[config.mk]
export PLATFORM = sky130hd
export DESIGN_NAME = sar_logic
export DESIGN_NICKNAME = d
export VERILOG_FILES = /design/src/rtl/sar_logic.sv
export SDC_FILE = /design/constraint.sdc
export NUM_CORES = 1
export LEC_CHECK = 0
export ABC_AREA = 1
export BUFFER_PORTS_ARGS = -buffer_cell sky130_fd_sc_hd__buf_2
export CAP_MARGIN = 40
export CORE_MARGIN = 2
export CORE_UTILIZATION = 55
export CTS_CLUSTER_DIAMETER = 60
export DETAILED_ROUTE_END_ITERATION = 8
export PLACE_DENSITY = 0.77
export REMOVE_ABC_BUFFERS = 1
export SYNTH_ARGS = -nofsm -noshare
export SYNTH_HDL_FRONTEND = slang
export SYNTH_SLANG_ARGS = --single-unit
[constraint.sdc]
create_clock -name clk -period 1.8 [get_ports clk]
set_input_delay 0.18 -clock clk [delete_from_list [all_inputs] [get_ports clk]]
set_output_delay 0.18 -clock clk [all_outputs]
set_load 0.01 [all_outputs]
[src/rtl/sar_logic.sv]
// Successive-approximation register controller: sample phase, MSB-first binary
// search on the comparator decision, then a one-cycle done with the held result.
module sar_logic #(
    parameter int unsigned Ndac  = 16,
    parameter int unsigned Nsamp = 4
) (
    input  logic            clk,
    input  logic            rst,
    input  logic            start,
    input  logic            invert_cfg,
    input  logic            comp_out,
    output logic            samp,
    output logic            comp_strobe,
    output logic [Ndac-1:0] dac_state,
    output logic            dac_drive_invert,
    output logic            busy,
    output logic            done,
    output logic [Ndac-1:0] result
);

    localparam int unsigned IW = (Ndac > 1) ? $clog2(Ndac) : 1;
    localparam int unsigned CW = (Nsamp > 1) ? $clog2(Nsamp) : 1;

    localparam logic [2:0] S_IDLE   = 3'd0;
    localparam logic [2:0] S_SAMPLE = 3'd1;
    localparam logic [2:0] S_STROBE = 3'd2;
    localparam logic [2:0] S_DECIDE = 3'd3;
    localparam logic [2:0] S_DONE   = 3'd4;

    logic [2:0]      state_q, state_d;
    logic [CW-1:0]   cnt_q, cnt_d;
    logic [IW-1:0]   idx_q, idx_d;
    logic [Ndac-1:0] dac_q, dac_d;
    logic [Ndac-1:0] result_q, result_d;
    logic            inv_q, inv_d;
    logic            samp_q, samp_d;
    logic            strobe_q, strobe_d;
    logic            busy_q, busy_d;
    logic            done_q, done_d;

    // Next-state and registered-output logic
    always_comb begin
        state_d  = state_q;
        cnt_d    = cnt_q;
        idx_d    = idx_q;
        dac_d    = dac_q;
        result_d = result_q;
        inv_d    = inv_q;
        samp_d   = samp_q;
        busy_d   = busy_q;
        strobe_d = 1'b0;
        done_d   = 1'b0;
        case (state_q)
            S_IDLE: begin
                if (start) begin
                    state_d = S_SAMPLE;
                    dac_d   = {1'b1, {(Ndac-1){1'b0}}};
                    inv_d   = invert_cfg;
                    busy_d  = 1'b1;
                    samp_d  = 1'b1;
                    cnt_d   = '0;
                    idx_d   = IW'(Ndac - 1);
                end
            end
            S_SAMPLE: begin
                if (cnt_q == CW'(Nsamp - 1)) begin
                    state_d  = S_STROBE;
                    samp_d   = 1'b0;
                    strobe_d = 1'b1;
                end else begin
                    cnt_d = cnt_q + CW'(1);
                end
            end
            S_STROBE: begin
                state_d = S_DECIDE;
            end
            S_DECIDE: begin
                // comp_out answers the trial that was strobed one cycle earlier
                dac_d[idx_q] = comp_out;
                if (idx_q != '0) begin
                    dac_d[idx_q - IW'(1)] = 1'b1;
                    idx_d    = idx_q - IW'(1);
                    state_d  = S_STROBE;
                    strobe_d = 1'b1;
                end else begin
                    result_d = dac_d;
                    state_d  = S_DONE;
                    done_d   = 1'b1;
                end
            end
            S_DONE: begin
                state_d = S_IDLE;
                busy_d  = 1'b0;
            end
            default: begin
                state_d = S_IDLE;
            end
        endcase
    end

    always_ff @(posedge clk or posedge rst) begin
        if (rst) begin
            state_q  <= S_IDLE;
            cnt_q    <= '0;
            idx_q    <= IW'(Ndac - 1);
            dac_q    <= '0;
            result_q <= '0;
            inv_q    <= 1'b0;
            samp_q   <= 1'b0;
            strobe_q <= 1'b0;
            busy_q   <= 1'b0;
            done_q   <= 1'b0;
        end else begin
            state_q  <= state_d;
            cnt_q    <= cnt_d;
            idx_q    <= idx_d;
            dac_q    <= dac_d;
            result_q <= result_d;
            inv_q    <= inv_d;
            samp_q   <= samp_d;
            strobe_q <= strobe_d;
            busy_q   <= busy_d;
            done_q   <= done_d;
        end
    end

    assign samp             = samp_q;
    assign comp_strobe      = strobe_q;
    assign dac_state        = dac_q;
    assign dac_drive_invert = inv_q;
    assign busy             = busy_q;
    assign done             = done_q;
    assign result           = result_q;

endmodule

After elaboration in Yosys (flattened, before gate mapping)
Index checks and enable logic that the tools add are counted.
- add/sub/neg operators: 2
- equality and inequality tests: 9
- $lt $le $gt $ge: 4
- reductions and logical operators: 15
- mux-type cells: 27
- bitwise gates (word level): 2
- operator list (kind ; count):
    16-bit 2-to-1 mux ; 2
    16-bit case mux with 2 select lines ; 1
    16-bit bitwise mux ; 1
    16-bit bitwise OR ; 1
    3-bit case mux with 4 select lines ; 1
    4-bit by 5-bit < comparator with 1-bit output, second input constant ; 2
    2-bit AND reduction ; 5
    3-bit 2-to-1 mux ; 3
    3-bit AND reduction ; 3
    1-bit demux with 4-bit select ; 2
    4-bit by 1-bit >= comparator with 1-bit output, second input constant ; 2
    1-bit 2-to-1 mux ; 8
    4-bit 2-to-1 mux ; 2
    2-bit != test, second input constant ; 4
    4-bit case mux with 2 select lines ; 1
    3-bit by 2-bit == test with 1-bit output, second input constant ; 2
    1-bit case mux with 2 select lines ; 3
    2-bit nonzero test ; 3
    2-bit 2-to-1 mux ; 2
    2-bit case mux with 2 select lines ; 1
    4-bit nonzero test ; 1
    4-bit by 1-bit subtractor with 4-bit output, second input constant ; 1
    3-bit by 1-bit == test with 1-bit output, second input constant ; 1
    3-bit == test, second input constant ; 1
    5 further kinds ; 6
- input bits: 5
- logic and storage cells: 69
- register bits after elaboration: 46
- output and inout bits: 37

Logic depth before layout (Yosys ltp)
- word-level depth: 8
- gate-level depth with buffers: 11

Worst setup path before layout
OpenSTA, ideal clock, no wires.
- path kind: register to register
- from: register idx_q[0]
- to: register dac_q[10], in the netlist dac_state[10]
- arrival: 1511 ps
- setup slack: 172 ps
- clock period less this slack: 1628 ps
- buffers on the path: 1
- cell stages (with the launch flop): 12
- library setup time: 117 ps
- cell sequence: dfstp_2 inv_1 ha_1 buf_2 inv_1 nand2_1 nand2_2 inv_1 nand3_1 nand2_1 nand2_1 nand2_1
- cells in the longest elaborated chain, start to end: 8
- elaborated cells between the ends (all ways): 16
- RTL lines (element ; line ; text):
    start: declaration ; 32 ; logic [IW-1:0] idx_q, idx_d;
    start signal: assignment ; 105 ; idx_q <= IW'(Ndac - 1);
    start signal: assignment ; 116 ; idx_q <= idx_d;
    4-bit by 1-bit subtractor with 4-bit output, or another cell as far along ; 81 ; dac_d[idx_q - IW'(1)] = 1'b1;
    4-bit by 5-bit < comparator with 1-bit output (not written as such), or another cell as far along ; 81 ;
    1-bit logical AND (not written as such) / 1-bit 2-to-1 mux (equally long branches) ; 81, 79 ;
    1-bit 2-to-1 mux (not written as such) / 1-bit demux with 4-bit select (equally long branches) ; 81, 79 ;
    1-bit demux with 4-bit select / 16-bit bitwise mux (equally long branches) ; 81, 79 ;
    16-bit bitwise OR (no line) ; -- ;
    16-bit 2-to-1 mux (*) ; 80 ; if (idx_q != '0) begin
    16-bit case mux with 2 select lines (*) ; 53 ; case (state_q)
    end signal: assignment ; 106 ; dac_q <= '0;
    end signal: assignment ; 117 ; dac_q <= dac_d;
    end: declaration ; 33 ; logic [Ndac-1:0] dac_q, dac_d;
Every way passes the cells marked *; elsewhere a longest branch is shown, timed or not.
A chain may end at the register's enable or synchronous reset.

Final worst setup path
- from: register idx_q[1]
- to: register dac_q[5], in the netlist dac_state[5]
The elaborated chain is that of the path after synthesis.

==> metrics.txt <==
# TYPE chip_impl_metric gauge
chip_impl_metric{name="fin_util",unit=""} 0.6801
chip_impl_metric{name="p_leak",unit="nW"} 1.532
chip_impl_info{name="crit_type",value="flip-flop to flip-flop"} 1
chip_impl_metric{name="finalSetupViolCount",unit=""} 0
chip_impl_metric{name="drt_iter0_drc",unit=""} 230
chip_impl_metric{name="worstMarginPinSlew",unit="ns"} 0.5337
chip_impl_metric{name="timing.critical_path.fanout_max",unit=""} 7
chip_impl_metric{name="timing.max_cap.violations",unit=""} 0
chip_impl_info{name="tritoncts",value="yes"} 1
chip_impl_info{name="worst_hold_startpoint",value="invert_cfg"} 1
chip_impl_info{name="timing.critical_path.from",value="idx_q[1]"} 1
chip_impl_metric{name="p_per_area",unit="nW/um^2"} 1493
chip_impl_metric{name="floorplan.initialDensity",unit=""} 0.5783
chip_impl_metric{name="hpwl_after_dpl",unit="microns"} 3697
chip_impl_metric{name="totalNegativeSetupSlack",unit="ns"} 0
chip_impl_metric{name="syn_area_per_cell",unit="sq um"} 8.089
chip_impl_metric{name="design_area",unit="sq um"} 2740
chip_impl_metric{name="num-fill-cells",unit=""} 350
chip_impl_metric{name="netlist.area_leader.share",unit=""} 0.4511
chip_impl_metric{name="worstRegToRegCells",unit=""} 8
chip_impl_metric{name="fin_nets",unit=""} 349
chip_impl_info{name="r2r-end",value="dac_state[5]"} 1
chip_impl_metric{name="report.final.slew_viol_count",unit=""} 0
chip_impl_metric{name="syn_to_final_growth",unit="%"} 17.62
chip_impl_metric{name="grt_max_degree",unit=""} 29
chip_impl_info{name="dominantRegCellSynth",value="sky130_fd_sc_hd__dfrtp_1"} 1
chip_impl_metric{name="seq_area_frac_synth",unit=""} 0.4962
chip_impl_info{name="end_kind",value="flip-flop"} 1
chip_impl_metric{name="clkSlewWorstSetupHoldPaths",unit="ns"} 0.09
chip_impl_metric{name="gp_routability_congestion",unit=""} 0.9583
chip_impl_metric{name="avgViaCountPerCell",unit=""} 5.329
chip_impl_metric{name="placed_cells_incl_taps",unit=""} 380
chip_impl_metric{name="yosys.cell_types.count",unit=""} 31
chip_impl_metric{name="post_route_cells_drive_above_1_share",unit=""} 0.2212
chip_impl_metric{name="worst_hold_slack",unit="ns"} 0.1215
chip_impl_metric{name="drt_wl_total",unit="microns"} 5241
chip_impl_metric{name="core_area",unit="sq um"} 4029
chip_impl_metric{name="edff_count_synth",unit=""} 0
chip_impl_metric{name="port_buffers",unit=""} 41
chip_impl_metric{name="chipWidth",unit="microns"} 69.09
chip_impl_metric{name="fp-row-count",unit=""} 23
chip_impl_metric{name="grt_antenna_before_repair",unit=""} 0
chip_impl_metric{name="fmax",unit="MHz"} 595.5
chip_impl_metric{name="cts.sinks",unit=""} 46
chip_impl_metric{name="multiInputGateArea",unit="sq um"} 1045
chip_impl_metric{name="ff2ff_setup_slack",unit="ns"} 0.12
chip_impl_metric{name="clockBufferDepth",unit=""} 2
chip_impl_metric{name="final_cell_count_no_fill",unit=""} 389
chip_impl_metric{name="grt.overflow.total",unit=""} 0
chip_impl_metric{name="synthArstFlopShare",unit=""} 1.000
chip_impl_metric{name="ir_drop_worst_case_vdd",unit="uV"} 829.4
chip_impl_metric{name="post_drt_wl_per_cell",unit="microns"} 13.47
chip_impl_metric{name="netlist_area",unit="sq um"} 2330
chip_impl_metric{name="cts_buffer_count",unit=""} 5
chip_impl_info{name="hp-class",value="input pin to flip-flop"} 1
chip_impl_info{name="worstReg2RegStart",value="idx_q[1]"} 1
chip_impl_metric{name="post-route-min-period",unit="ns"} 1.679
chip_impl_metric{name="postSynthCellCount",unit=""} 288
chip_impl_metric{name="cts_setup_buffers",unit=""} 0
chip_impl_metric{name="ctsHtreeMaxLevel",unit=""} 2
chip_impl_info{name="synth_most_common_cell",value="sky130_fd_sc_hd__nand2_1"} 1
chip_impl_metric{name="synth_seq_cells",unit=""} 46
chip_impl_metric{name="wire_length_of_the_first_global_routing_pass",unit="microns"} 9101
chip_impl_metric{name="synthesis.yosys.warnings",unit=""} 0
chip_impl_metric{name="worstPathRequired",unit="ns"} 2.00
chip_impl_metric{name="grt_util_all_layers",unit=""} 0.2347
chip_impl_metric{name="worst_ep_arrival_time",unit="ns"} 1.88
chip_impl_metric{name="diodes",unit=""} 0
chip_impl_metric{name="number_of_nets_with_antenna_violations_after_detailed_routing",unit=""} 0
chip_impl_info{name="netlist_top_cells_area",value="sky130_fd_sc_hd__dfrtp_1 45%, sky130_fd_sc_hd__nand2_1 18%, sky130_fd_sc_hd__nand3_1 5.6%"} 1
chip_impl_metric{name="via_count_of_the_first_global_routing_pass",unit=""} 1961
chip_impl_metric{name="finalHoldViolations",unit=""} 0
chip_impl_info{name="setup_repair_after_global_routing_missed_its_margin",value="no"} 1
chip_impl_info{name="synth_common_cells",value="110 x sky130_fd_sc_hd__nand2_1, 42 x sky130_fd_sc_hd__dfrtp_1, 26 x sky130_fd_sc_hd__nand3_1, 25 x sky130_fd_sc_hd__o21ai_0, 19 x sky130_fd_sc_hd__inv_1"} 1
chip_impl_metric{name="seq_area",unit="sq um"} 1156
chip_impl_info{name="crit_path_end",value="dac_state[5]"} 1
chip_impl_metric{name="drc",unit=""} 0
chip_impl_metric{name="worst_skew_pair.late_latency",unit="ns"} 0.30
chip_impl_metric{name="via_count",unit=""} 2073
chip_impl_metric{name="detail_route.first_pass.iterations",unit=""} 4
chip_impl_metric{name="final.setup_skew",unit="ns"} 0.008529
chip_impl_info{name="synthDominantAreaCellType",value="sky130_fd_sc_hd__dfrtp_1"} 1
chip_impl_info{name="outcome",value="finished clean"} 1
chip_impl_metric{name="relSlewSlack",unit=""} 0.6437
chip_impl_metric{name="boundaryPins",unit=""} 42
chip_impl_metric{name="die_h",unit="microns"} 69.09
chip_impl_metric{name="placement.cell_area",unit="sq um"} 2623
chip_impl_metric{name="die_area",unit="sq um"} 4773
chip_impl_info{name="clockRootBuffer",value="sky130_fd_sc_hd__clkbuf_8"} 1
chip_impl_metric{name="fin_crit_sh",unit=""} 0.9329
chip_impl_info{name="setup.worst_path.start_class",value="flip-flop"} 1
==> state kept, by name, indices dropped and copies added (netlist names) <==
name / count
result: 16
comp_strobe: 1
samp: 1
busy: 1
dac_drive_invert: 1
dac_state: 16
done: 1
state_q: 3
idx_q: 4
cnt_q: 2
==> how the worst min path moves through the flow <==
stage	to	slack, ns	cells past startpoint
2_1_floorplan	dac_drive_invert	0.33	1
3_3_place_gp	done	0.26	2
4_1_cts	dac_drive_invert	0.12	2
6_report	dac_drive_invert	0.12	2
5_1_grt	dac_drive_invert	0.11	2
3_5_place_dp	result[3]	0.26	2
==> where the power goes <==
group / switching (mW) / total, mW / internal, mW
clock network: 0.360 / 0.669 / 0.309
logic: 1.19 / 1.88 / 0.681
registers: 0.220 / 1.55 / 1.33
total: 1.77 / 4.09 / 2.32
==> cell type report <==
type	instances	area share
clock buffers	6	0.03014
clock inverters	2	0.004566
inverters	21	0.02877
multi-input cells	212	0.3813
flip-flops and latches	46	0.4219
well taps	50	0.02283
repair buffers	52	0.1105
==> layout by cell type, fill, tap and decap left out, drive strengths merged, types with 3 or more instances in the layout <==
| cell type | n |
|---|---|
| o21ai | 31 |
| nand3 | 27 |
| a22oi | 3 |
| nor2 | 15 |
| clkbuf | 6 |
| dfstp | 4 |
| a21oi | 7 |
| buf | 51 |
| dfrtp | 42 |
| nand2 | 112 |
| a21boi | 4 |
| ha | 6 |
| inv | 21 |
==> critical path: stages, from the launching register on <==
cell and delay, ns:
sky130_fd_sc_hd__dfstp_2 0.59, sky130_fd_sc_hd__inv_1 0.11, sky130_fd_sc_hd__ha_1 0.29, sky130_fd_sc_hd__nand3_1 0.14
sky130_fd_sc_hd__nor2_1 0.05, sky130_fd_sc_hd__a21oi_1 0.18, sky130_fd_sc_hd__nand2_1 0.10, sky130_fd_sc_hd__nand2_1 0.08
sky130_fd_sc_hd__nand2_1 0.05
==> timing repair <==
item | CTS | global route
endpoints found under the hold margin | 21 | 0
hold buffers | 1 | 0
endpoints found under the setup margin | 0 | 18
gates resized for setup | 0 | 2
==> metal layers <==
layer,part of all wire,GRT usage
met3,0.059,0.04825
met5,0,0
met4,0.015,0.09368
met2,0.47,0.3515
met1,0.45,0.3353
==> through the flow <==
stage	setup slack, ns	power, mW
after floorplan	0.06395	2.740
after global placement	0.1639	3.323
after detailed placement	0.08795	3.381
after CTS	0.07549	4.060
after global routing	0.01133	4.426
final	0.1208	4.090
==> kinds of logic (layout without fill, tap and decap cells) <==
group           after synthesis  count (layout)  share of synthesized area
simple gates                156             156                     0.2857
compound gates               48              48                     0.1160
flops                        46              46                     0.4962
buf+inv                      30              81                    0.06069
fa+ha+maj                     6               6                    0.03222
mux                           2               2                   0.009130
(Power assumes the default switching activity.)
